File: src/rtl/rob_commit_if.sv
// Head-of-ROB view, retirement outputs and store commit handshake for rob_commit_ctrl.
// The master side is the ROB/store path. The slave side is the commit controller.
interface rob_commit_if #(
  parameter int ARCH_W = 5,
  parameter int PHYS_W = 6
);
  logic [1:0]          head_valid;
  logic [1:0]          head_done;
  logic [1:0]          head_store;
  logic [1:0]          head_exc;
  logic [1:0]          head_we;
  logic [2*ARCH_W-1:0] head_rd;
  logic [2*PHYS_W-1:0] head_prd;
  logic [1:0]          rob_pop;
  logic [1:0]          arf_we;
  logic [2*ARCH_W-1:0] arf_addr;
  logic [2*PHYS_W-1:0] arf_prd;
  logic                st_req;
  logic                st_ack;
  logic                flush;

  modport master (
    output head_valid, head_done, head_store, head_exc, head_we, head_rd, head_prd, st_ack,
    input  rob_pop, arf_we, arf_addr, arf_prd, st_req, flush
  );

  modport slave (
    input  head_valid, head_done, head_store, head_exc, head_we, head_rd, head_prd, st_ack,
    output rob_pop, arf_we, arf_addr, arf_prd, st_req, flush
  );
endinterface

File: src/rtl/rob_commit_ctrl.sv
// Retires up to two oldest ROB entries per cycle in program order.
// Store commits are serialised through st_req/st_ack, and an excepting entry is followed by a flush pulse.
//   state   | meaning
//   RUN     | normal retirement of slot0/slot1
//   ST_WAIT | slot0 store waiting for memory ack
//   FLUSH   | one-cycle flush after an excepting retire
module rob_commit_ctrl #(
  parameter int ARCH_W = 5,
  parameter int CNT_W  = 32
) (
  input  logic             clk_i,
  input  logic             rst_i,
  rob_commit_if.slave      rob_if,
  output logic [CNT_W-1:0] commit_cnt_o
);
  typedef enum logic [1:0] {RUN, ST_WAIT, FLUSH} state_e;

  state_e           state_q, state_d;
  logic             st_req_q, flush_q;
  logic [CNT_W-1:0] cnt_q;
  logic [1:0]       rdy;
  logic [1:0]       pop_d, we_d;
  logic             same_rd;

  assign rdy     = rob_if.head_valid & rob_if.head_done;
  assign same_rd = rob_if.head_rd[ARCH_W-1:0] == rob_if.head_rd[2*ARCH_W-1:ARCH_W];

  always_comb begin
    state_d = state_q;
    pop_d   = 2'd0;
    we_d    = 2'b00;
    unique case (state_q)
      RUN: begin
        if (rdy[0]) begin
          if (rob_if.head_exc[0]) begin
            pop_d   = 2'd1;
            we_d[0] = rob_if.head_we[0];
            state_d = FLUSH;
          end else if (rob_if.head_store[0]) begin
            state_d = ST_WAIT;
          end else begin
            pop_d   = 2'd1;
            we_d[0] = rob_if.head_we[0];
            if (rdy[1] && !rob_if.head_store[1] && !rob_if.head_exc[1]) begin
              pop_d   = 2'd2;
              we_d[1] = rob_if.head_we[1];
              // Younger slot owns the final mapping when both target the same rd
              if (rob_if.head_we[1] && same_rd) we_d[0] = 1'b0;
            end
          end
        end
      end
      ST_WAIT: begin
        if (rob_if.st_ack) begin
          pop_d   = 2'd1;
          we_d[0] = rob_if.head_we[0];
          state_d = RUN;
        end
      end
      FLUSH: state_d = RUN;
      default: state_d = RUN;
    endcase
    if (rst_i) begin
      pop_d = 2'd0;
      we_d  = 2'b00;
    end
  end

  always_ff @(posedge clk_i) begin
    if (rst_i) begin
      state_q  <= RUN;
      st_req_q <= 1'b0;
      flush_q  <= 1'b0;
      cnt_q    <= '0;
    end else begin
      state_q  <= state_d;
      st_req_q <= (state_d == ST_WAIT);
      flush_q  <= (state_d == FLUSH);
      cnt_q    <= cnt_q + CNT_W'(pop_d);
    end
  end

  assign rob_if.rob_pop  = pop_d;
  assign rob_if.arf_we   = we_d;
  assign rob_if.arf_addr = rob_if.head_rd;
  assign rob_if.arf_prd  = rob_if.head_prd;
  assign rob_if.st_req   = st_req_q & ~rst_i;
  assign rob_if.flush    = flush_q & ~rst_i;
  assign commit_cnt_o    = cnt_q;
endmodule
File: src/flat_wrapper.sv
// flat-port wrapper written by rule: the top's interface ports become plain ports
module rob_commit_ctrl_flat 
#(
  parameter int ARCH_W = 5,
  parameter int CNT_W  = 32
)
  (clk_i, rst_i, commit_cnt_o, rob_if_head_valid, rob_if_head_done, rob_if_head_store, rob_if_head_exc, rob_if_head_we, rob_if_head_rd, rob_if_head_prd, rob_if_st_ack, rob_if_rob_pop, rob_if_arf_we, rob_if_arf_addr, rob_if_arf_prd, rob_if_st_req, rob_if_flush);
  rob_commit_if #(.ARCH_W(ARCH_W)) rob_if_i ();
  input  logic clk_i;
  input  logic rst_i;
  output logic [CNT_W-1:0] commit_cnt_o;
  input wire logic [$bits(rob_if_i.head_valid)-1:0] rob_if_head_valid;
  input wire logic [$bits(rob_if_i.head_done)-1:0] rob_if_head_done;
  input wire logic [$bits(rob_if_i.head_store)-1:0] rob_if_head_store;
  input wire logic [$bits(rob_if_i.head_exc)-1:0] rob_if_head_exc;
  input wire logic [$bits(rob_if_i.head_we)-1:0] rob_if_head_we;
  input wire logic [$bits(rob_if_i.head_rd)-1:0] rob_if_head_rd;
  input wire logic [$bits(rob_if_i.head_prd)-1:0] rob_if_head_prd;
  input wire logic [$bits(rob_if_i.st_ack)-1:0] rob_if_st_ack;
  output wire logic [$bits(rob_if_i.rob_pop)-1:0] rob_if_rob_pop;
  output wire logic [$bits(rob_if_i.arf_we)-1:0] rob_if_arf_we;
  output wire logic [$bits(rob_if_i.arf_addr)-1:0] rob_if_arf_addr;
  output wire logic [$bits(rob_if_i.arf_prd)-1:0] rob_if_arf_prd;
  output wire logic [$bits(rob_if_i.st_req)-1:0] rob_if_st_req;
  output wire logic [$bits(rob_if_i.flush)-1:0] rob_if_flush;
  assign rob_if_i.head_valid = rob_if_head_valid;
  assign rob_if_i.head_done = rob_if_head_done;
  assign rob_if_i.head_store = rob_if_head_store;
  assign rob_if_i.head_exc = rob_if_head_exc;
  assign rob_if_i.head_we = rob_if_head_we;
  assign rob_if_i.head_rd = rob_if_head_rd;
  assign rob_if_i.head_prd = rob_if_head_prd;
  assign rob_if_i.st_ack = rob_if_st_ack;
  assign rob_if_rob_pop = rob_if_i.rob_pop;
  assign rob_if_arf_we = rob_if_i.arf_we;
  assign rob_if_arf_addr = rob_if_i.arf_addr;
  assign rob_if_arf_prd = rob_if_i.arf_prd;
  assign rob_if_st_req = rob_if_i.st_req;
  assign rob_if_flush = rob_if_i.flush;
  rob_commit_ctrl #(.ARCH_W(ARCH_W), .CNT_W(CNT_W)) u_core (.clk_i(clk_i), .rst_i(rst_i), .rob_if(rob_if_i), .commit_cnt_o(commit_cnt_o));
endmodule
File: config.mk
export PLATFORM = sky130hd
export DESIGN_NAME = rob_commit_ctrl_flat
export DESIGN_NICKNAME = d
export VERILOG_FILES = /design/src/rtl/rob_commit_if.sv /design/src/rtl/rob_commit_ctrl.sv /design/src/flat_wrapper.sv
export SDC_FILE = /design/constraint.sdc
export NUM_CORES = 1
export LEC_CHECK = 0
export ABC_AREA = 1
export ABC_CLOCK_PERIOD_IN_PS = 3600
export CORE_UTILIZATION = 43
export DETAILED_ROUTE_END_ITERATION = 8
export PLACE_DENSITY = 0.81
export SYNTH_ARGS = -nofsm -noshare
export SYNTH_HDL_FRONTEND = slang
export SYNTH_SLANG_ARGS = --single-unit
File: constraint.sdc
create_clock -name clk_i -period 3.6 [get_ports clk_i]
set_input_delay 1.08 -clock clk_i [delete_from_list [all_inputs] [get_ports clk_i]]
set_output_delay 1.08 -clock clk_i [all_outputs]
set_load 0.02 [all_outputs]
==> results by group, run 1 <==
Critical path
  – Crit path launch: rob_if_head_store[0]
  – Crit start category: input port
  – R2r worst-path depth: 12
  – R2R Setup Slk: 1.24 ns
  – Crit end category: output pin
  – Setup Crit Path Kind: in2out
  – CP required: 2.52 ns
  – Crit path top cell by count: nor2_1
  – CP max stage cell: clkdlybuf4s50_1
  – Reg-to-reg endpoint: u_core.commit_cnt_o[10]
  – Critical path depth in cells: 8
  – Bufs and invs on worst path: 4
  – Critical Path End: rob_if_rob_pop[0]
  – Critical R2R Launch: u_core.state_q[0]
  – Max stage delay on crit path: 0.41 ns
  – CP Max Fanout: 3
  – Data arrival, critical path: 2.45 ns
  – Cell Chain, Critical Path: clkdlybuf4s50_1 > inv_2 > nor2_1 > nor2_1 > a21oi_1 > nor4_2 > buf_4 > clkbuf_2
  – CP top delay family: buffers and inverters

Power and ir drop
  – PwrDens: 243 nW/um2
  – Leak: 1.11 nW
  – Worst IR drop on VDD: 0.000134 V

Synthesis
  – Synth Flop Type: dfxtp_1
  – Post-synth EDFFs: 0
  – Synthesized area: 2250 um2
  – Synth unique cells: 24
  – Post-synthesis register bit count: 36
  – Most instantiated cells after synthesis: nand2_1 (98), nor2_1 (70), dfxtp_1 (36), inv_1 (36)
  – Top cells by area, synth: dfxtp_1 (32%), nand2_1 (16%), nor2_1 (12%)
  – Most numerous cell in the Yosys netlist: nand2_1
  – Post-synthesis sequential area ratio: 32.1%
  – Gate Count Post-Synth: 358
  – Syn nets: 396
  – Ys Warns: 0
  – Mapped Avg Cell Area: 6.28 um2
  – Cell accounting for the most synthesized area: dfxtp_1
  – Top cell type's share of synthesized area: 32.1%
  – FFs w/ async S/R, synth: 0%

Die
  – Die Y: 74.3 um
  – Core area: 4880 um2
  – Die span in x: 74.3 um
  – Die area: 5520 um2
  – Ports: 95
  – Row cnt: 25
  – Starting Density: 46.1%

Run status
  – Status: completed

Global routing
  – Gr usage total: 21.9%
  – Initial antenna violation count: 0
  – First-pass GRT wire length: 9290 um
  – Vias in the first global route: 2102
  – Total global routing overflow: 0
  – Largest net degree at the start of global routing: 13

Route
  – Drt first pass iters: 4
  – Routed WL: 5680 um
  – Routed len/inst: 11.6 um
  – 1st-iter DRT viols: 100
  – # DRC: 0
  – Via density: 4.75
  – Via count: 2322
  – Final ANT Viol Nets: 0

Final layout
  – Fin cells: 489
  – # fillers: 460
  – Area Overhead vs Synth: 36.2%
  – # diodes: 0
  – # nets final: 462
  – Fraction of layout cells with a size suffix above 1: 12.1%

Timing
  – Final setup margin: 0.0718 ns
  – Max-slew violations: 0
  – Final Hold Fails: 0
  – Final min period: 3.53 ns
  – Sum Neg Setup Slack: 0 ns
  – Fmax: 283 MHz
  – Slew Limit Headroom: 81.1%
  – RSZ-0062 raised after global routing: no
  – Period Utilization, post-route: 98.0%
  – WHS: 0.485 ns
  – Final setup viols: 0
  – Slew @ Worst Pin: 0.282 ns
  – Fin Clk Skew: 0.00549 ns

Placed design
  – Routability cong.: 0.840
  – Placed wire-length estimate: 4590 um
  – Dpl cells: 482
  – Setup WS pre-CTS: -0.212 ns
  – IO buf count: 70

Clock network
  – CTS tree: done
  – Clock transition at path regs: 0.06 ns
  – Clk sinks: 36
  – Number of CTS-inserted buffers: 5
  – Hold-fix buffers, CTS: 0
  – CTS Root Cell: clkbuf_8
  – H-Tree Depth: 2
  – Skew-Pair Late Insertion Delay: 0.29 ns
  – Longest Clk Path Bufs: 2

Hold path
  – Hold Crit Class: reg2reg

Job
  – Max cap viols: 0
## layout make-up
type | count | area, um2 | share of cell area (%)
multi-input cells | 254 | 1230 | 40.0
repair buffers | 85 | 806 | 26.3
flip-flops and latches | 36 | 721 | 23.5
inverters | 42 | 158 | 5.15
well taps | 67 | 83.8 | 2.74
clock buffers | 5 | 68.8 | 2.25
## what timing repair did
item                                    in CTS  in global routing
endpoints found under the setup margin       4                 14
buffers inserted                             0                  2
gates resized for setup                      4                 20
pin swaps                                    0                  7
## through the flow
| step | total power [mW] | util, % | instance area, um2 |
|---|---|---|---|
| finish | 0.745 | 62.8 | 3060 |
| global route | 0.768 | 62.8 | 3060 |
| CTS | 0.747 | 61.9 | 3020 |
| detailed placement | 0.496 | 60.6 | 2960 |
| global placement | 0.494 | 60.6 | 2960 |
| floorplan | 0.470 | - | 2250 |
## worst min path at each step
stage                       startpoint                 endpoint  slack (ns)  depth (start not counted)
6_report       u_core.commit_cnt_o[31]  u_core.commit_cnt_o[31]        0.49                          2
5_1_grt         u_core.commit_cnt_o[3]   u_core.commit_cnt_o[3]        0.52                          1
4_1_cts        u_core.commit_cnt_o[31]  u_core.commit_cnt_o[31]        0.49                          2
3_5_place_dp   u_core.commit_cnt_o[31]  u_core.commit_cnt_o[31]        0.47                          2
3_3_place_gp   u_core.commit_cnt_o[31]  u_core.commit_cnt_o[31]        0.46                          2
2_1_floorplan  u_core.commit_cnt_o[31]  u_core.commit_cnt_o[31]        0.54                          2
## per-layer routing
| layer | track usage (%) | wire (um) | vias to the layer above |
|---|---|---|---|
| met5 | 0 | 0 | - |
| met4 | 7.34 | 62 | 0 |
| met3 | 3.66 | 228 | 8 |
| met2 | 37.0 | 2790 | 52 |
| met1 | 28.5 | 2600 | 1043 |
| li1 | - | - | 1219 |
## worst min-delay path, delay by kind of cell, from the launching register on
kind            cells  cell delay (ns)
flops               1             0.32
simple gates        1             0.06
compound gates      1             0.05
## registers in the layout, indices dropped and copies added (netlist names)
name	count
u_core.commit_cnt_o	32
u_core.state_q	2
u_core.flush_q	1
u_core.st_req_q	1
## kinds of logic (layout without fill, tap and decap cells)
kind of cell / after synthesis / count (layout) / synth area share [%]
DFF: 36 / 36 / 32.1
AOI/OAI and AO/OA: 32 / 32 / 7.23
and+or+nand+nor: 212 / 212 / 41.0
adders and majority gates: 3 / 3 / 2.00
xor gates and xnor gates: 7 / 7 / 2.73
buffers and inverters: 68 / 132 / 15.0
## layout by cell type, fill, tap and decap left out
cell type        Yosys  routed
nand2_1             98      98
nor2_1              70      69
clkdlybuf4s50_1      0      63
dfxtp_1             36      36
inv_1               36      33
a21oi_1             22      22
buf_4               22      15
nand3_1             13      12
o21ai_0              9       9
nand3b_1             9       9
nor2_2               7       8
inv_2                4       7
xor2_1               5       5
nand2_2              5       5
clkbuf_8             0       5
nand4_1              4       4
nor2_4               3       3
dlymetal6s2s_1       0       3
clkbuf_2             0       3
clkinv_1             2       2
xnor2_1              2       2
nand3_2              1       1
nor4_2               0       1
nor3b_1              1       1
nand3_4              0       1
a211oi_1             1       1
fa_2                 0       1
ha_1                 2       1
ha_4                 0       1
clkdlybuf4s15_1      0       1
## report_power, final
part           switching (mW)  leakage [nW]  internal (mW)  total (mW)
Combinational          0.0395         0.789         0.0480      0.0874
Sequential            0.00171         0.290          0.400       0.402
Clock                   0.131        0.0359          0.125       0.255
No activity file was read; power rests on OpenSTA's default activity.
==> inputs of run 2 (changes only) <==
--- a/config.mk
+++ b/config.mk
@@ -9,6 +9,7 @@
 export ABC_CLOCK_PERIOD_IN_PS = 3600
 export CORE_UTILIZATION = 43
 export DETAILED_ROUTE_END_ITERATION = 8
+export HOLD_SLACK_MARGIN = 0.03
 export PLACE_DENSITY = 0.81
 export SYNTH_ARGS = -nofsm -noshare
 export SYNTH_HDL_FRONTEND = slang
==> results of run 2 <==
Same layout as run 1: the final DEF is identical, and so are final timing and power.
==> inputs of run 3 (changes only) <==
--- a/config.mk
+++ b/config.mk
@@ -11,6 +11,7 @@
 export DETAILED_ROUTE_END_ITERATION = 8
 export HOLD_SLACK_MARGIN = 0.03
 export PLACE_DENSITY = 0.81
+export REMOVE_ABC_BUFFERS = 1
 export SYNTH_ARGS = -nofsm -noshare
 export SYNTH_HDL_FRONTEND = slang
 export SYNTH_SLANG_ARGS = --single-unit
==> results by group, run 3 (synthesized netlist as in run 1, its figures left out) <==
Die
  – Die Y: 74.3 um
  – Core area: 4880 um2
  – Die span in x: 74.3 um
  – Starting Density: 46.1%
  – Ports: 95
  – Die area: 5520 um2
  – Row cnt: 25

Global routing
  – Initial antenna violation count: 0
  – Gr usage total: 23.1%
  – Total global routing overflow: 0
  – Largest net degree at the start of global routing: 21
  – First-pass GRT wire length: 9550 um
  – Vias in the first global route: 2146

Critical path
  – Crit path launch: rob_if_head_done[1]
  – CP required: 2.52 ns
  – Setup Crit Path Kind: in2out
  – CP Max Fanout: 3
  – Reg-to-reg endpoint: u_core.commit_cnt_o[10]
  – Critical R2R Launch: u_core.state_q[0]
  – Crit start category: input port
  – Critical Path End: rob_if_arf_we[1]
  – Data arrival, critical path: 2.41 ns
  – Crit end category: output pin
  – R2r worst-path depth: 13
  – R2R Setup Slk: 1.24 ns

Route
  – Highest Signal Layer: met4
  – Via density: 4.81
  – Routed WL: 5930 um
  – DRT met1 WL: 2580 um
  – Drt first pass iters: 4
  – Final ANT Viol Nets: 0
  – 1st-iter DRT viols: 146
  – Via count: 2341
  – # DRC: 0
  – Routed len/inst: 12.2 um
  – WL met3: 629 um
  – Met2 WL: 2630 um

Power and ir drop
  – Switch share: 22.4%
  – Clock power share: 42.1%
  – Sequential power share: 47.9%
  – Int Power: 0.650 mW
  – Leak: 1.08 nW
  – PwrDens: 276 nW/um2
  – Worst IR drop on VDD: 0.000283 V
  – P_sw: 0.188 mW
  – Gate power share: 10.0%

Placed design
  – Placed wire-length estimate: 4770 um
  – Routability cong.: 0.892
  – IO buf count: 70

Clock network
  – CTS Root Cell: clkbuf_8
  – H-Tree Depth: 2
  – CTS tree: done
  – Skew-Pair Late Insertion Delay: 0.29 ns
  – Longest Clk Path Bufs: 2
  – Number of CTS-inserted buffers: 5
  – Clock transition at path regs: 0.07 ns
  – Hold-fix buffers, CTS: 0
  – Clk sinks: 36

Timing
  – WHS: 0.482 ns
  – Slew Limit Headroom: 77.9%
  – Final min period: 3.49 ns
  – Final Hold Fails: 0
  – Period Utilization, post-route: 97.0%
  – Sum Neg Setup Slack: 0 ns
  – Final setup viols: 0
  – Max-slew violations: 0
  – Slew @ Worst Pin: 0.331 ns
  – Fin Clk Skew: 0.00553 ns
  – Fmax: 286 MHz

Final layout
  – # fillers: 450
  – # nets final: 457
  – Number of flip-flops in the largest register: 32
  – Most common cell after layout, fill and taps aside: nand2_1
  – Most frequent cells in the layout: nand2_1 (98), nor2_1 (70), clkdlybuf4s50_1 (64)
  – # diodes: 0
  – Fraction of layout cells with a size suffix above 1: 9.52%
  – Area Overhead vs Synth: 34.9%

Job
  – Max cap viols: 0

Run status
  – Status: completed

Hold path
  – Hold Crit Class: reg2reg
-- run 3: changes by cell type in the layout (fill, tap and decap cells not counted), moves of 2 or more --
| cell | previous run | this run |
|---|---|---|
| buf_4 | 15 | 9 |
| clkbuf_2 | 3 | 1 |
| dlygate4sd2_1 | 0 | 5 |
| dlymetal6s2s_1 | 3 | 0 |
| inv_1 | 33 | 35 |
| inv_2 | 7 | 5 |
-- run 3: timing repair --
item | CTS | global route
resized for setup | 7 | 4
pin swaps | 0 | 0
buffers inserted | 0 | 0
setup endpoints to repair | 6 | 12
endpoints found under the hold margin | 0 | 0
-- run 3: worst max-delay path, cell delays in order --
cell,delay [ns]
clkdlybuf4s50_1,0.46
inv_1,0.04
nor2_1,0.07
nand3_1,0.11
inv_1,0.08
nand4_1,0.12
nor2_1,0.11
dlygate4sd2_1,0.35
-- run 3: how the worst min path moves through the flow --
stage | start | endpoint | depth (start not counted)
after floorplan | u_core.commit_cnt_o[31] | u_core.commit_cnt_o[31] | 2
after global placement | u_core.commit_cnt_o[31] | u_core.commit_cnt_o[31] | 2
after detailed placement | u_core.commit_cnt_o[31] | u_core.commit_cnt_o[31] | 2
after CTS | u_core.commit_cnt_o[31] | u_core.commit_cnt_o[31] | 2
after global routing | u_core.commit_cnt_o[31] | u_core.commit_cnt_o[31] | 2
final | u_core.commit_cnt_o[31] | u_core.commit_cnt_o[31] | 2
-- run 3: cell type report --
cell class | instances | area [um2] | area share, %
Sequential cell | 36 | 721 | 23.8
Timing Repair Buffer | 80 | 768 | 25.3
Clock buffer | 6 | 72.6 | 2.39
Multi-Input combinational cell | 254 | 1200 | 39.4
Clock inverter | 2 | 35.0 | 1.15
Inverter | 42 | 158 | 5.20
Tap cell | 67 | 83.8 | 2.76
-- run 3: per-layer routing --
metal / vias up / global-route usage (%)
li1: 1211 / -
met1: 1024 / 28.7
met2: 98 / 35.3
met3: 8 / 10.2
met4: 0 / 9.22
met5: - / 0
-- run 3: through the flow --
| step | util, % | instances | cell area [um2] | power [mW] | worst slack (ns) |
|---|---|---|---|---|---|
| finish | 62.2 | 487 | 3030 | 0.838 | 0.108 |
| global route | 62.2 | 487 | 3030 | 0.876 | -0.0105 |
| CTS | 62.1 | 487 | 3030 | 0.845 | 0.0447 |
| detailed placement | 60.0 | 479 | 2930 | 0.494 | -0.249 |
| global placement | 60.0 | 479 | 2930 | 0.493 | -0.204 |
| floorplan | - | 332 | 2070 | 0.429 | -0.0114 |
-- run 3: power groups by stage --
stage / Combinational (mW) / Sequential, mW / Clock (mW)
after floorplan: 0.0181 / 0.411 / 0
after global placement: 0.0829 / 0.411 / 0
after detailed placement: 0.0839 / 0.411 / 0
after CTS: 0.0836 / 0.401 / 0.360
after global routing: 0.0904 / 0.401 / 0.384
final: 0.0836 / 0.401 / 0.353
